--- config.mk ---
export PLATFORM = sky130hd
export DESIGN_NAME = arbitro_4a1
export DESIGN_NICKNAME = d
export VERILOG_FILES = /design/src/rtl/arbitro_4a1_pkg.sv /design/src/rtl/arbitro_4a1_fifo_lane.sv /design/src/rtl/arbitro_4a1.sv
export SDC_FILE = /design/constraint.sdc
export NUM_CORES = 1
export LEC_CHECK = 0
export CORE_MARGIN = 3
export CORE_UTILIZATION = 55
export CTS_BUF_LIST = sky130_fd_sc_hd__clkbuf_16
export DETAILED_ROUTE_END_ITERATION = 10
export GPL_ROUTABILITY_DRIVEN = 0
export PLACE_DENSITY = 0.76
export SLEW_MARGIN = 10
export SYNTH_ARGS = -nofsm -noshare
export SYNTH_HDL_FRONTEND = slang
export SYNTH_SLANG_ARGS = --single-unit
--- constraint.sdc ---
create_clock -name clk -period 3.3 [get_ports clk]
set_input_delay 0.66 -clock clk [delete_from_list [all_inputs] [get_ports clk]]
set_output_delay 0.66 -clock clk [all_outputs]
set_load 0.02 [all_outputs]
--- src/rtl/arbitro_4a1_pkg.sv ---
// rtl/arbitro_4a1_pkg.sv - shared constants and round-robin pick helper for the 4-lane arbiter
package arbitro_4a1_pkg;

    localparam int DATA_W_DEF     = 8;
    localparam int FIFO_DEPTH_DEF = 4;
    localparam int NUM_LANES      = 4;

    localparam logic [1:0] LAST_GRANT_RST = 2'd3;

    // Returns {found, lane}: first requesting lane searching from last+1, wrapping.
    function automatic logic [2:0] rrPick(input logic [NUM_LANES-1:0] reqMask,
                                          input logic [1:0]           last);
        logic [1:0] cand;
        logic [2:0] pick;
        pick = {1'b0, last};
        for (int k = 1; k <= NUM_LANES; k++) begin
            cand = last + 2'(k);
            if (!pick[2] && reqMask[cand]) begin
                pick = {1'b1, cand};
            end
        end
        return pick;
    endfunction

endpackage

--- src/rtl/arbitro_4a1_fifo_lane.sv ---
// rtl/arbitro_4a1_fifo_lane.sv - single-lane FIFO with sticky overflow flag
module fifo_lane
    import arbitro_4a1_pkg::*;
#(
    parameter int DATA_W = DATA_W_DEF,
    parameter int DEPTH  = FIFO_DEPTH_DEF
) (
    input  logic              clk,
    input  logic              reset_L,
    input  logic              push,
    input  logic              pop,
    input  logic [DATA_W-1:0] din,
    output logic [DATA_W-1:0] dout,
    output logic              full,
    output logic              empty,
    output logic              overflow
);

    localparam int PTR_W = $clog2(DEPTH);
    localparam logic [PTR_W:0] FULL_CNT = (PTR_W+1)'(DEPTH);

    logic [DATA_W-1:0] mem [DEPTH];
    logic [PTR_W-1:0]  wrPtr;
    logic [PTR_W-1:0]  rdPtr;
    logic [PTR_W:0]    count;
    logic              doPush;
    logic              doPop;

    assign full   = (count == FULL_CNT);
    assign empty  = (count == '0);
    // Full is judged on the registered count, so a same-edge pop never makes room.
    assign doPush = push && !full;
    assign doPop  = pop && !empty;

    always_ff @(posedge clk or negedge reset_L) begin
        if (!reset_L) begin
            wrPtr    <= '0;
            rdPtr    <= '0;
            count    <= '0;
            overflow <= 1'b0;
        end else begin
            if (doPush) begin
                wrPtr <= wrPtr + PTR_W'(1);
            end
            if (doPop) begin
                rdPtr <= rdPtr + PTR_W'(1);
            end
            case ({doPush, doPop})
                2'b10:   count <= count + (PTR_W+1)'(1);
                2'b01:   count <= count - (PTR_W+1)'(1);
                default: count <= count;
            endcase
            if (push && full) begin
                overflow <= 1'b1;
            end
        end
    end

    always_ff @(posedge clk) begin
        if (doPush) begin
            mem[wrPtr] <= din;
        end
    end

    assign dout = mem[rdPtr];

endmodule

--- src/rtl/arbitro_4a1.sv ---
// rtl/arbitro_4a1.sv - four lane FIFOs merged round-robin into one registered output
module arbitro_4a1
    import arbitro_4a1_pkg::*;
#(
    parameter int DATA_W     = DATA_W_DEF,
    parameter int FIFO_DEPTH = FIFO_DEPTH_DEF
) (
    input  logic              clk,
    input  logic              reset_L,
    input  logic [DATA_W-1:0] data_in0,
    input  logic [DATA_W-1:0] data_in1,
    input  logic [DATA_W-1:0] data_in2,
    input  logic [DATA_W-1:0] data_in3,
    input  logic              valid_in0,
    input  logic              valid_in1,
    input  logic              valid_in2,
    input  logic              valid_in3,
    input  logic              ready_out,
    output logic [DATA_W-1:0] data_out,
    output logic [1:0]        lane_out,
    output logic              valid_out,
    output logic [3:0]        fifo_full,
    output logic [3:0]        fifo_empty,
    output logic [3:0]        overflow,
    output logic              idle_out
);

    logic [DATA_W-1:0]    laneDin  [NUM_LANES];
    logic [DATA_W-1:0]    laneDout [NUM_LANES];
    logic [NUM_LANES-1:0] laneValid;
    logic [NUM_LANES-1:0] lanePop;
    logic [1:0]           lastGrant;
    logic [1:0]           grantLane;
    logic                 grantFound;
    logic                 outFree;
    logic                 doPop;

    assign laneDin[0] = data_in0;
    assign laneDin[1] = data_in1;
    assign laneDin[2] = data_in2;
    assign laneDin[3] = data_in3;
    assign laneValid  = {valid_in3, valid_in2, valid_in1, valid_in0};

    for (genvar i = 0; i < NUM_LANES; i++) begin : gLane
        fifo_lane #(
            .DATA_W (DATA_W),
            .DEPTH  (FIFO_DEPTH)
        ) uLane (
            .clk      (clk),
            .reset_L  (reset_L),
            .push     (laneValid[i]),
            .pop      (lanePop[i]),
            .din      (laneDin[i]),
            .dout     (laneDout[i]),
            .full     (fifo_full[i]),
            .empty    (fifo_empty[i]),
            .overflow (overflow[i])
        );
    end

    // Output slot can take a new word when it is vacant or being consumed this cycle.
    assign outFree = !valid_out || ready_out;
    assign {grantFound, grantLane} = rrPick(~fifo_empty, lastGrant);
    assign doPop   = outFree && grantFound;
    assign lanePop = doPop ? (NUM_LANES'(1) << grantLane) : '0;

    always_ff @(posedge clk or negedge reset_L) begin
        if (!reset_L) begin
            data_out  <= '0;
            lane_out  <= '0;
            valid_out <= 1'b0;
            lastGrant <= LAST_GRANT_RST;
        end else if (outFree) begin
            if (grantFound) begin
                data_out  <= laneDout[grantLane];
                lane_out  <= grantLane;
                valid_out <= 1'b1;
                lastGrant <= grantLane;
            end else begin
                valid_out <= 1'b0;
            end
        end
    end

    assign idle_out = (&fifo_empty) && !valid_out;

endmodule

Word-level counts from Yosys, hierarchy flattened:

Memory sizes are Yosys's and may differ from the RTL's.
Cells that the tools add are included.

* memory bits (writable): 128
* word-level logic and storage cells: 132
* memories kept: 4
* register bits: 45

* add/subtract/negate cells: 19
* bitwise logic cells: 2
* magnitude comparators: 5
* shift-type cells: 1
* muxes and demuxes: 29
* equality and inequality tests: 12
* reductions and logical operators: 40

Memories
* gLane[0].uLane.mem: depth 4, bits a word 8, rd ports 1, clocked after Yosys merged registers in 0, wr ports 1, line arbitro_4a1_fifo_lane.sv:22 `logic [DATA_W-1:0] mem [DEPTH];`
* gLane[1].uLane.mem: depth 4, bits a word 8, rd ports 1, clocked after Yosys merged registers in 0, wr ports 1, line arbitro_4a1_fifo_lane.sv:22
* gLane[2].uLane.mem: depth 4, bits a word 8, rd ports 1, clocked after Yosys merged registers in 0, wr ports 1, line arbitro_4a1_fifo_lane.sv:22
* gLane[3].uLane.mem: depth 4, bits a word 8, rd ports 1, clocked after Yosys merged registers in 0, wr ports 1, line arbitro_4a1_fifo_lane.sv:22

Operators by type and width (count)
* $pmux 3 s2: 4
* $add 2x1->2 const B: 9
* $logic_and 1x1->1: 17
* $bmux 8 s2: 1
* $mux 8: 2
* $mux 1: 13
* $add 3x1->3 const B: 4
* $eq 3x3->1 const B: 4
* $logic_not 1->1: 12
* $logic_not 3->1: 4
* $lt 2x3->1 const B: 4
* $mux 3: 4
* $sub 3x1->3 const B: 4
* $bmux 1 s2: 4
* $eq 2x1->1 const B: 4
* $eq 2x2->1 const B: 4
* $reduce_bool 2->1: 4
* $add 2x2->2 const B: 2
* $mux 4: 1
* $not 4->4: 1
* $reduce_and 4->1: 1
* $shl 1x2->4 const A: 1
* $ge 3x3->1 const B: 1
* $not 2->3: 1
* 2 further kinds: 2

Depth between registers and ports, before layout:

Gate-level depths: netlist of run 1.

* word-level depth: 19
* depth in mapped cells: 13
* gate-level depth less buffers: 12

Hierarchy:

From an unflattened synthesis of run 1, not the netlist that was laid out.

* cells, all modules: 402
* area, all modules: 7293.2 sq um

Modules (own cells, without submodules)
* fifo_lane at gLane[1].uLane ...: times used 3, area each 1624.1 sq um, cells an instance 81, sequential area each 1161.1 sq um
* fifo_lane at gLane[0].uLane: times used 1, area each 1616.6 sq um, cells an instance 82, sequential area each 1161.1 sq um
* arbitro_4a1: times used 1, area each 804.5 sq um, cells an instance 77, sequential area each 327.8 sq um

Least setup slack after synthesis of run 1:

Ideal clock, no wire load.

* kind: flip-flop to flip-flop
* start point: register gLane[3].uLane.count[2]
* end point: register gLane[2].uLane.count[2]
* path buffers: 1
* library setup time: 0.079 ns
* arrival time: 2.600 ns
* path slack: 0.621 ns
* stages on the path, launching flop included: 14
* cells stage by stage: dfrtp_1 or3_4 inv_2 mux2_2 o211ai_1 or2_1 buf_2 nor2_2 ha_1 inv_1 fa_1 xor2_1 nor2_1 xor2_1

* word-level cells in the longest chain between the ends: 19
* elaborated cells on any way between the ends: 28
* those cells by class: 2 x eq/ne; 1 x shift; 14 x mux; 1 x bitwise; 10 x reduce/logical

RTL lines
* start: declaration: line arbitro_4a1_fifo_lane.sv:25 `logic [PTR_W:0] count;`
* start signal: assignment: line arbitro_4a1_fifo_lane.sv:49 `2'b10: count <= count + (PTR_W+1)'(1);`
* start signal: assignment: line arbitro_4a1_fifo_lane.sv:50 `2'b01: count <= count - (PTR_W+1)'(1);`
* start signal: assignment: line arbitro_4a1_fifo_lane.sv:51 `default: count <= count;`
* $logic_not 3->1 *: line arbitro_4a1_fifo_lane.sv:30 `assign empty = (count == '0);`
* named net gLane[3].uLane.empty: line arbitro_4a1_fifo_lane.sv:15 `output logic empty,`
* $not 4->4 *: line arbitro_4a1.sv:63 `assign {grantFound, grantLane} = rrPick(~fifo_empty, lastGrant);`
* $bmux 1 s2: line arbitro_4a1_pkg.sv:18 `if (!pick[2] && reqMask[cand]) begin`
* $mux 1 (implied by the code): line arbitro_4a1_pkg.sv:18
* $mux 3: line arbitro_4a1_pkg.sv:18
* $logic_not 1->1: line arbitro_4a1_pkg.sv:18
* $logic_and 1x1->1: line arbitro_4a1_pkg.sv:18
* (+5 left out)
* $logic_and 1x1->1: line arbitro_4a1_pkg.sv:18
* $mux 3 *: line arbitro_4a1_pkg.sv:18
* $shl 1x2->4 or $logic_and 1x1->1 (tied branches): line arbitro_4a1.sv:65, arbitro_4a1.sv:64
* $mux 4 *: line arbitro_4a1.sv:65 `assign lanePop = doPop ? (NUM_LANES'(1) << grantLane) : '0;`
* $logic_and 1x1->1 *: line arbitro_4a1_fifo_lane.sv:33 `assign doPop = pop && !empty;`
* named net gLane[2].uLane.doPop: line arbitro_4a1_fifo_lane.sv:27 `logic doPop;`
* $eq 2x1->1 or $eq 2x2->1 (tied branches): line arbitro_4a1_fifo_lane.sv:48 `case ({doPush, doPop})`
* $pmux 3 s2 or $reduce_bool 2->1 (tied branches)
* end signal: assignment: line arbitro_4a1_fifo_lane.sv:49
* end signal: assignment: line arbitro_4a1_fifo_lane.sv:50
* end signal: assignment: line arbitro_4a1_fifo_lane.sv:51
* end: declaration: line arbitro_4a1_fifo_lane.sv:25

The timed path passes the listed nets; every way through them passes the cells marked *. The select of a mux whose other input is x is not followed.
A chain may end at the register's enable or synchronous reset.

Worst setup path after layout of run 1:

* start point: register gLane[1].uLane.count[2]
* end point: register gLane[3].uLane.count[2]

* word-level cells in the longest chain between the ends: 19
* elaborated cells on any way between the ends: 28
* those cells by class: 2 x eq/ne; 1 x shift; 14 x mux; 1 x bitwise; 10 x reduce/logical

RTL lines (line)
* start: declaration: arbitro_4a1_fifo_lane.sv:25
* start signal: assignment: arbitro_4a1_fifo_lane.sv:49
* start signal: assignment: arbitro_4a1_fifo_lane.sv:50
* start signal: assignment: arbitro_4a1_fifo_lane.sv:51
* $logic_not 3->1 *: arbitro_4a1_fifo_lane.sv:30
* $not 4->4 *: arbitro_4a1.sv:63
* $bmux 1 s2: arbitro_4a1_pkg.sv:18
* $mux 1 (implied by the code): arbitro_4a1_pkg.sv:18
* $mux 3: arbitro_4a1_pkg.sv:18
* $logic_not 1->1: arbitro_4a1_pkg.sv:18
* $logic_and 1x1->1: arbitro_4a1_pkg.sv:18
* $mux 3: arbitro_4a1_pkg.sv:18
* (+4 left out)
* $logic_and 1x1->1: arbitro_4a1_pkg.sv:18
* $mux 3 *: arbitro_4a1_pkg.sv:18
* $shl 1x2->4 or $logic_and 1x1->1 (tied branches): arbitro_4a1.sv:65, arbitro_4a1.sv:64
* $mux 4 *: arbitro_4a1.sv:65
* $logic_and 1x1->1 *: arbitro_4a1_fifo_lane.sv:33
* named net gLane[3].uLane.doPop: arbitro_4a1_fifo_lane.sv:27
* $eq 2x1->1 or $eq 2x2->1 (tied branches): arbitro_4a1_fifo_lane.sv:48
* $pmux 3 s2 or $reduce_bool 2->1 (tied branches)

Marked as above.

==> results.yml, run 1 <==
detailed_routing:
  drt_pass1_iterations: 4
  avgViaCountPerCell: 5.57
  drc: 0
  avgRoutedWirePerCell_um: 20.3
  wirelength_mm: 13.6
  drt_iter0_markers: 351
  num_vias: 3727
  antenna_left: 0
floorplanning:
  fp.coreArea_sq_um: 12800
  num_rows: 41
  die_x_um: 121
  die_h_um: 121
  dieArea_sq_um: 14700
  io_pins: 63
  start_util: 0.571
placed_design:
  numPortBuffers: 62
  hpwl_mm: 9.21
setup_path:
  cp_max_fo: 6
  r2r_slack_ns: 0.35
  r2r.worst_path.cells: 12
  endpoint_kind: "flop"
  critPathRequiredTime_ns: 3.64
  timing.critical_path.arrival_ns: 3.29
  r2r_end: "gLane[3].uLane.count[2]"
  rr_startpoint: "gLane[1].uLane.count[2]"
  cp-start-kind: "flop"
  critPathKind: "flop to flop"
sta:
  setup_viol: 0
  rsz0062_at_grt: "no"
  worstMarginPinSlew_ns: 1.06
  hold_slack_ns: 0.439
  fmax_mhz: 339
  finalHoldViolCount: 0
  finalCritPeriodShare: 0.895
  fin_worst_skew_ns: 0.00867
  maxSlewViolCount: 0
  setup_tns_ns: 0
  slew_headroom: 0.296
  period_needed_ns: 2.95
synthesis:
  syn_nets: 490
  netlist-cell-type-count: 41
  syn_area_per_cell_sq_um: 17.1
  synth.ff_latch_count: 173
  netlist_instances: 427
  ys_seq_area_frac: 0.682
  ys_warn_count: 0
  syn_area_sq_um: 7290
grt:
  grt-ovfl-total: 0
  gr-usage-met3: 0.0620
  antenna_found_initial: 0
  grt_use_met2: 0.319
  grt_pass1_vias: 3906
  grt_most_used_layer: "met2"
  grt_use_met1: 0.279
  grtUsageTotal: 0.203
  grt_pass1_wl_mm: 21.7
  grt_max_degree: 46
clock_network:
  postCtsSetupBuffers: 0
  insertion_delay_ns: 0.42
  cts_hold_buf: 0
  tritoncts: "done"
  ctsResizeCount: 0
  ctsRootBufferMaster: "clkbuf_16"
  htreeDepth: 4
  cts_made_buffers: 17
  cts_sinks: 173
  clk_path_buf_depth: 2
  clk_pin_slew_ns: 0.06
cells_and_area:
  area_growth_pct: 17.3
  drive_gt1_frac: 0.155
  final_cell_mix: "128 x edfxtp_1, 61 x clkdlybuf4s50_1, 43 x dfrtp_1"
  final_core_util: 0.670
  final_common_cell: "edfxtp_1"
  nets: 547
  antennaDiodeCount: 0
power:
  ir_drop_uv: 506
  leakage_nw: 3.18
  power.density_nw_per_um2: 949
hold_path:
  min_path_type: "primary input to async pin"
flow_run:
  drv_cap: 0
status:
  status: "completed"
cell families (layout without fill, tap and decap cells):
logic type | Yosys count | after routing | share of synthesized area
DFF | 173 | 173 | 0.682
and+or+nand+nor | 70 | 70 | 0.0549
buffers and inverters | 56 | 126 | 0.0369
muxes | 52 | 52 | 0.126
AOI/OAI and AO/OA | 28 | 28 | 0.0259
adders and majority gates | 24 | 24 | 0.0453
xor gates and xnor gates | 24 | 24 | 0.0288
synthesized netlist by cell type:
master / number / area share
nand2_1: 19 / 0.0098
o31a_1: 1 / 0.0012
nor3_1: 2 / 0.0014
and2_4: 1 / 0.0012
nand3_1: 3 / 0.0021
or3_4: 1 / 0.0015
and2_1: 16 / 0.014
nor4b_1: 1 / 0.0012
inv_2: 1 / 0.00051
inv_1: 26 / 0.013
dfstp_2: 2 / 0.0072
and3_1: 4 / 0.0034
buf_2: 2 / 0.0014
o21ai_0: 9 / 0.0062
a21oi_1: 4 / 0.0027
nor4_1: 1 / 0.00086
buf_6: 1 / 0.0015
o221ai_1: 8 / 0.0096
nor2_2: 2 / 0.0017
mux4_2: 32 / 0.099
buf_1: 8 / 0.0041
a211oi_1: 1 / 0.0010
nor4b_2: 1 / 0.0021
mux2i_1: 19 / 0.026
nor2b_1: 4 / 0.0034
xor2_1: 14 / 0.017
dfrtp_1: 43 / 0.15
buf_4: 13 / 0.013
nand4_1: 1 / 0.00086
o211ai_1: 1 / 0.0010
nand2b_1: 2 / 0.0017
nor2_1: 7 / 0.0036
fa_1: 4 / 0.011
xnor2_1: 10 / 0.012
mux2_2: 1 / 0.0015
edfxtp_1: 128 / 0.53
a21o_1: 4 / 0.0041
or2_1: 1 / 0.00086
nor3_2: 4 / 0.0055
clkbuf_1: 5 / 0.0026
ha_1: 20 / 0.034
power breakdown:
group	internal, mW	switching (mW)	leakage (nW)
Sequential	2.98	0.507	1.69
Combinational	1.30	1.42	1.21
Clock	1.10	0.795	0.272
area by class of cell:
cell class,count,area [sq um]
inverters,27,101
flip-flops and latches,173,4970
well taps,172,215
clock inverters,15,135
repair buffers,67,653
multi-input cells,198,2050
clock buffers,17,425
fillers,840,4220
critical path, stage by stage, from the launching register on:
cell and delay, ns:
dfrtp_1 0.44, nor3_2 0.32, buf_4 0.20, a21oi_1 0.06, o21ai_0 0.21, nand2_1 0.25, nor3_2 0.31, ha_1 0.23
inv_1 0.06, fa_1 0.37, xor2_1 0.15, nor2_1 0.11, xor2_1 0.16
metal layers:
metal / up-vias / share of wire
li1: 1692 / -
met1: 1935 / 0.43
met2: 92 / 0.51
met3: 8 / 0.049
met4: 0 / 0.0079
met5: - / 0
flip-flops by register name, summed over array words and instances (netlist names):
register              flops
gLane.uLane.rdPtr         8
valid_out                 1
lane_out                  2
gLane.uLane.wrPtr         8
gLane.uLane.overflow      4
gLane.uLane.count        12
data_out                  8
lastGrant                 2
gLane.uLane.mem         128
worst max-delay path by stage:
stage	startpoint	endpoint	slack [ns]	depth (start not counted)
floorplan	gLane[3].uLane.count[2]	gLane[2].uLane.count[2]	0.62	13
global placement	ready_out	gLane[0].uLane.count[2]	0.34	11
detailed placement	ready_out	gLane[0].uLane.count[2]	0.26	11
CTS	gLane[3].uLane.count[2]	idle_out	0.32	5
global route	gLane[1].uLane.count[2]	gLane[3].uLane.count[2]	0.06	12
finish	gLane[1].uLane.count[2]	gLane[3].uLane.count[2]	0.35	12
through the flow:
step           instances  setup WS [ns]  cell area (sq um)  total power [mW]
3_3_place_gp         637          0.335               7990              6.15
2_1_floorplan        427          0.621               7290              5.41
4_1_cts              669          0.320               8550              8.20
6_report             669          0.346               8550              8.11
3_5_place_dp         637          0.261               7990              6.28
5_1_grt              669         0.0596               8550              8.57
No activity file was read; power rests on OpenSTA's default activity.
==> inputs of run 2 (changes only) <==
Settings changed: PLACE_DENSITY 0.76 to 0.85.
==> run 2 against run 1 <==
  * Design area fell by 0.25%
  * Count of clock-buffer cells in the layout did not move
  * Setup slack got worse by 0.056 ns
==> results.yml, run 2 (synthesis results as in run 1) <==
status:
  status: "completed"
setup_path:
  critPathRequiredTime_ns: 2.64
  r2r.worst_path.cells: 12
  endpoint_kind: "output port"
  critPathLaunch: "gLane[3].uLane.count[2]"
  cp_max_fo: 5
  rr_startpoint: "gLane[3].uLane.count[2]"
  timing.critical_path.arrival_ns: 2.35
  critPathCapture: "idle_out"
  critPathKind: "flop to output port"
  cp-start-kind: "flop"
  r2r_end: "gLane[2].uLane.count[2]"
  r2r_slack_ns: 0.30
clock_network:
  htreeDepth: 4
  insertion_delay_ns: 0.42
  clk_path_buf_depth: 2
  cts_sinks: 173
  cts_made_buffers: 17
  postCtsSetupBuffers: 0
  tritoncts: "done"
  ctsRootBufferMaster: "clkbuf_16"
  ctsResizeCount: 0
  clk_pin_slew_ns: 0.06
  cts_hold_buf: 0
placed_design:
  hpwl_mm: 9.20
  numPortBuffers: 62
  pre_cts_ws_ns: 0.243
  place_area_sq_um: 7980
sta:
  layout_setup_ws_ns: 0.290
  fin_worst_skew_ns: 0.0132
  finalHoldViolCount: 0
  fmax_mhz: 332
  worstMarginPinSlew_ns: 1.09
  setup_tns_ns: 0
  rsz0062_at_grt: "no"
  slew_headroom: 0.274
  setup_viol: 0
  maxSlewViolCount: 0
  finalCritPeriodShare: 0.912
  period_needed_ns: 3.01
  hold_slack_ns: 0.448
power:
  swShare: 0.351
  seqPwrFrac: 0.435
  leakage_nw: 3.16
  ir_drop_uv: 484
  p_int_mw: 5.26
  comb_power_share: 0.342
  p_clk_frac: 0.223
  switchingPower_mw: 2.85
  power.density_nw_per_um2: 950
grt:
  grtUsageTotal: 0.211
  grt_max_degree: 46
  grt_pass1_vias: 4076
  antenna_found_initial: 0
  grt-ovfl-total: 0
  grt_pass1_wl_mm: 22.7
detailed_routing:
  avgRoutedWirePerCell_um: 21.3
  drc: 0
  drt_iter0_markers: 388
  drt_pass1_iterations: 4
  wirelength_mm: 14.2
  antenna_left: 0
  num_vias: 3810
  avgViaCountPerCell: 5.71
cells_and_area:
  largest_reg_flops: 128
  design_area_sq_um: 8530
  regMostFlops: "gLane.uLane.mem"
  drive_gt1_frac: 0.162
  area_growth_pct: 17.0
  top_regs: "gLane.uLane.mem: 128 flops, gLane.uLane.count: 12 flops"
  antennaDiodeCount: 0
  final_cell_mix: "128 x edfxtp_1, 61 x clkdlybuf4s50_1, 43 x dfrtp_1"
  nets: 545
  final_core_util: 0.668
  final_common_cell: "edfxtp_1"
floorplanning:
  fp.coreArea_sq_um: 12800
  num_rows: 41
  start_util: 0.571
  die_x_um: 121
  dieArea_sq_um: 14700
  die_h_um: 121
  io_pins: 63
flow_run:
  drv_cap: 0
hold_path:
  min_path_type: "primary input to async pin"
run 2: changes by cell type in the layout (fill, tap and decap cells not counted), moves of 2 or more:
cell,previous run,this run
clkinv_4,0,6
buf_4,5,3
bufinv_16,2,0
clkinv_1,3,1
clkinvlp_4,4,2
inv_1,29,27
run 2: worst max-delay path, cell delays in order (launching register included):
cell and delay, ns:
dfrtp_1 0.41, or3_4 0.44, inv_2 0.11, nand4_1 0.21, nor2_1 0.15, clkdlybuf4s50_1 0.61
run 2: worst min path at each step:
| stage | to | cells past startpoint |
|---|---|---|
| after floorplan | data_out[0] | 0 |
| after global routing | gLane[1].uLane.overflow | 1 |
| after CTS | gLane[0].uLane.count[0] | 1 |
| final | gLane[0].uLane.count[0] | 1 |
| after detailed placement | gLane[1].uLane.overflow | 1 |
| after global placement | gLane[1].uLane.overflow | 1 |
run 2: layer usage:
metal  global-route usage  part of all wire  up-vias
met2                0.339              0.51      140
met5                    0                 0        -
met3               0.0462             0.064       21
met4               0.0840             0.021        0
li1                     -                 -     1687
met1                0.285              0.40     1962
run 2: power by group through the flow:
| stage | logic [mW] | clock network (mW) | registers [mW] |
|---|---|---|---|
| after detailed placement | 2.71 | 0 | 3.54 |
| after global placement | 2.60 | 0 | 3.49 |
| final | 2.77 | 1.81 | 3.53 |
| after global routing | 3.00 | 1.93 | 3.61 |
| after CTS | 2.78 | 1.84 | 3.53 |
| after floorplan | 2.13 | 0 | 3.29 |
run 2: area by class of cell:
type	instances	area, sq um
Sequential cell	173	4970
Multi-Input combinational cell	198	2060
Clock buffer	17	425
Timing Repair Buffer	65	638
Tap cell	172	215
Inverter	27	101
Clock inverter	15	118
Fill cell	797	4240
run 2: through the flow:
stage / cells / power, mW
detailed placement: 635 / 6.25
floorplan: 427 / 5.41
global placement: 635 / 6.08
CTS: 667 / 8.15
global route: 667 / 8.53
finish: 667 / 8.11
==> inputs of run 3 (changes only) <==
Settings changed: TNS_END_PERCENT set to 5.
==> results of run 3 <==
No change in the layout: final DEF, timing and power equal those of run 2.
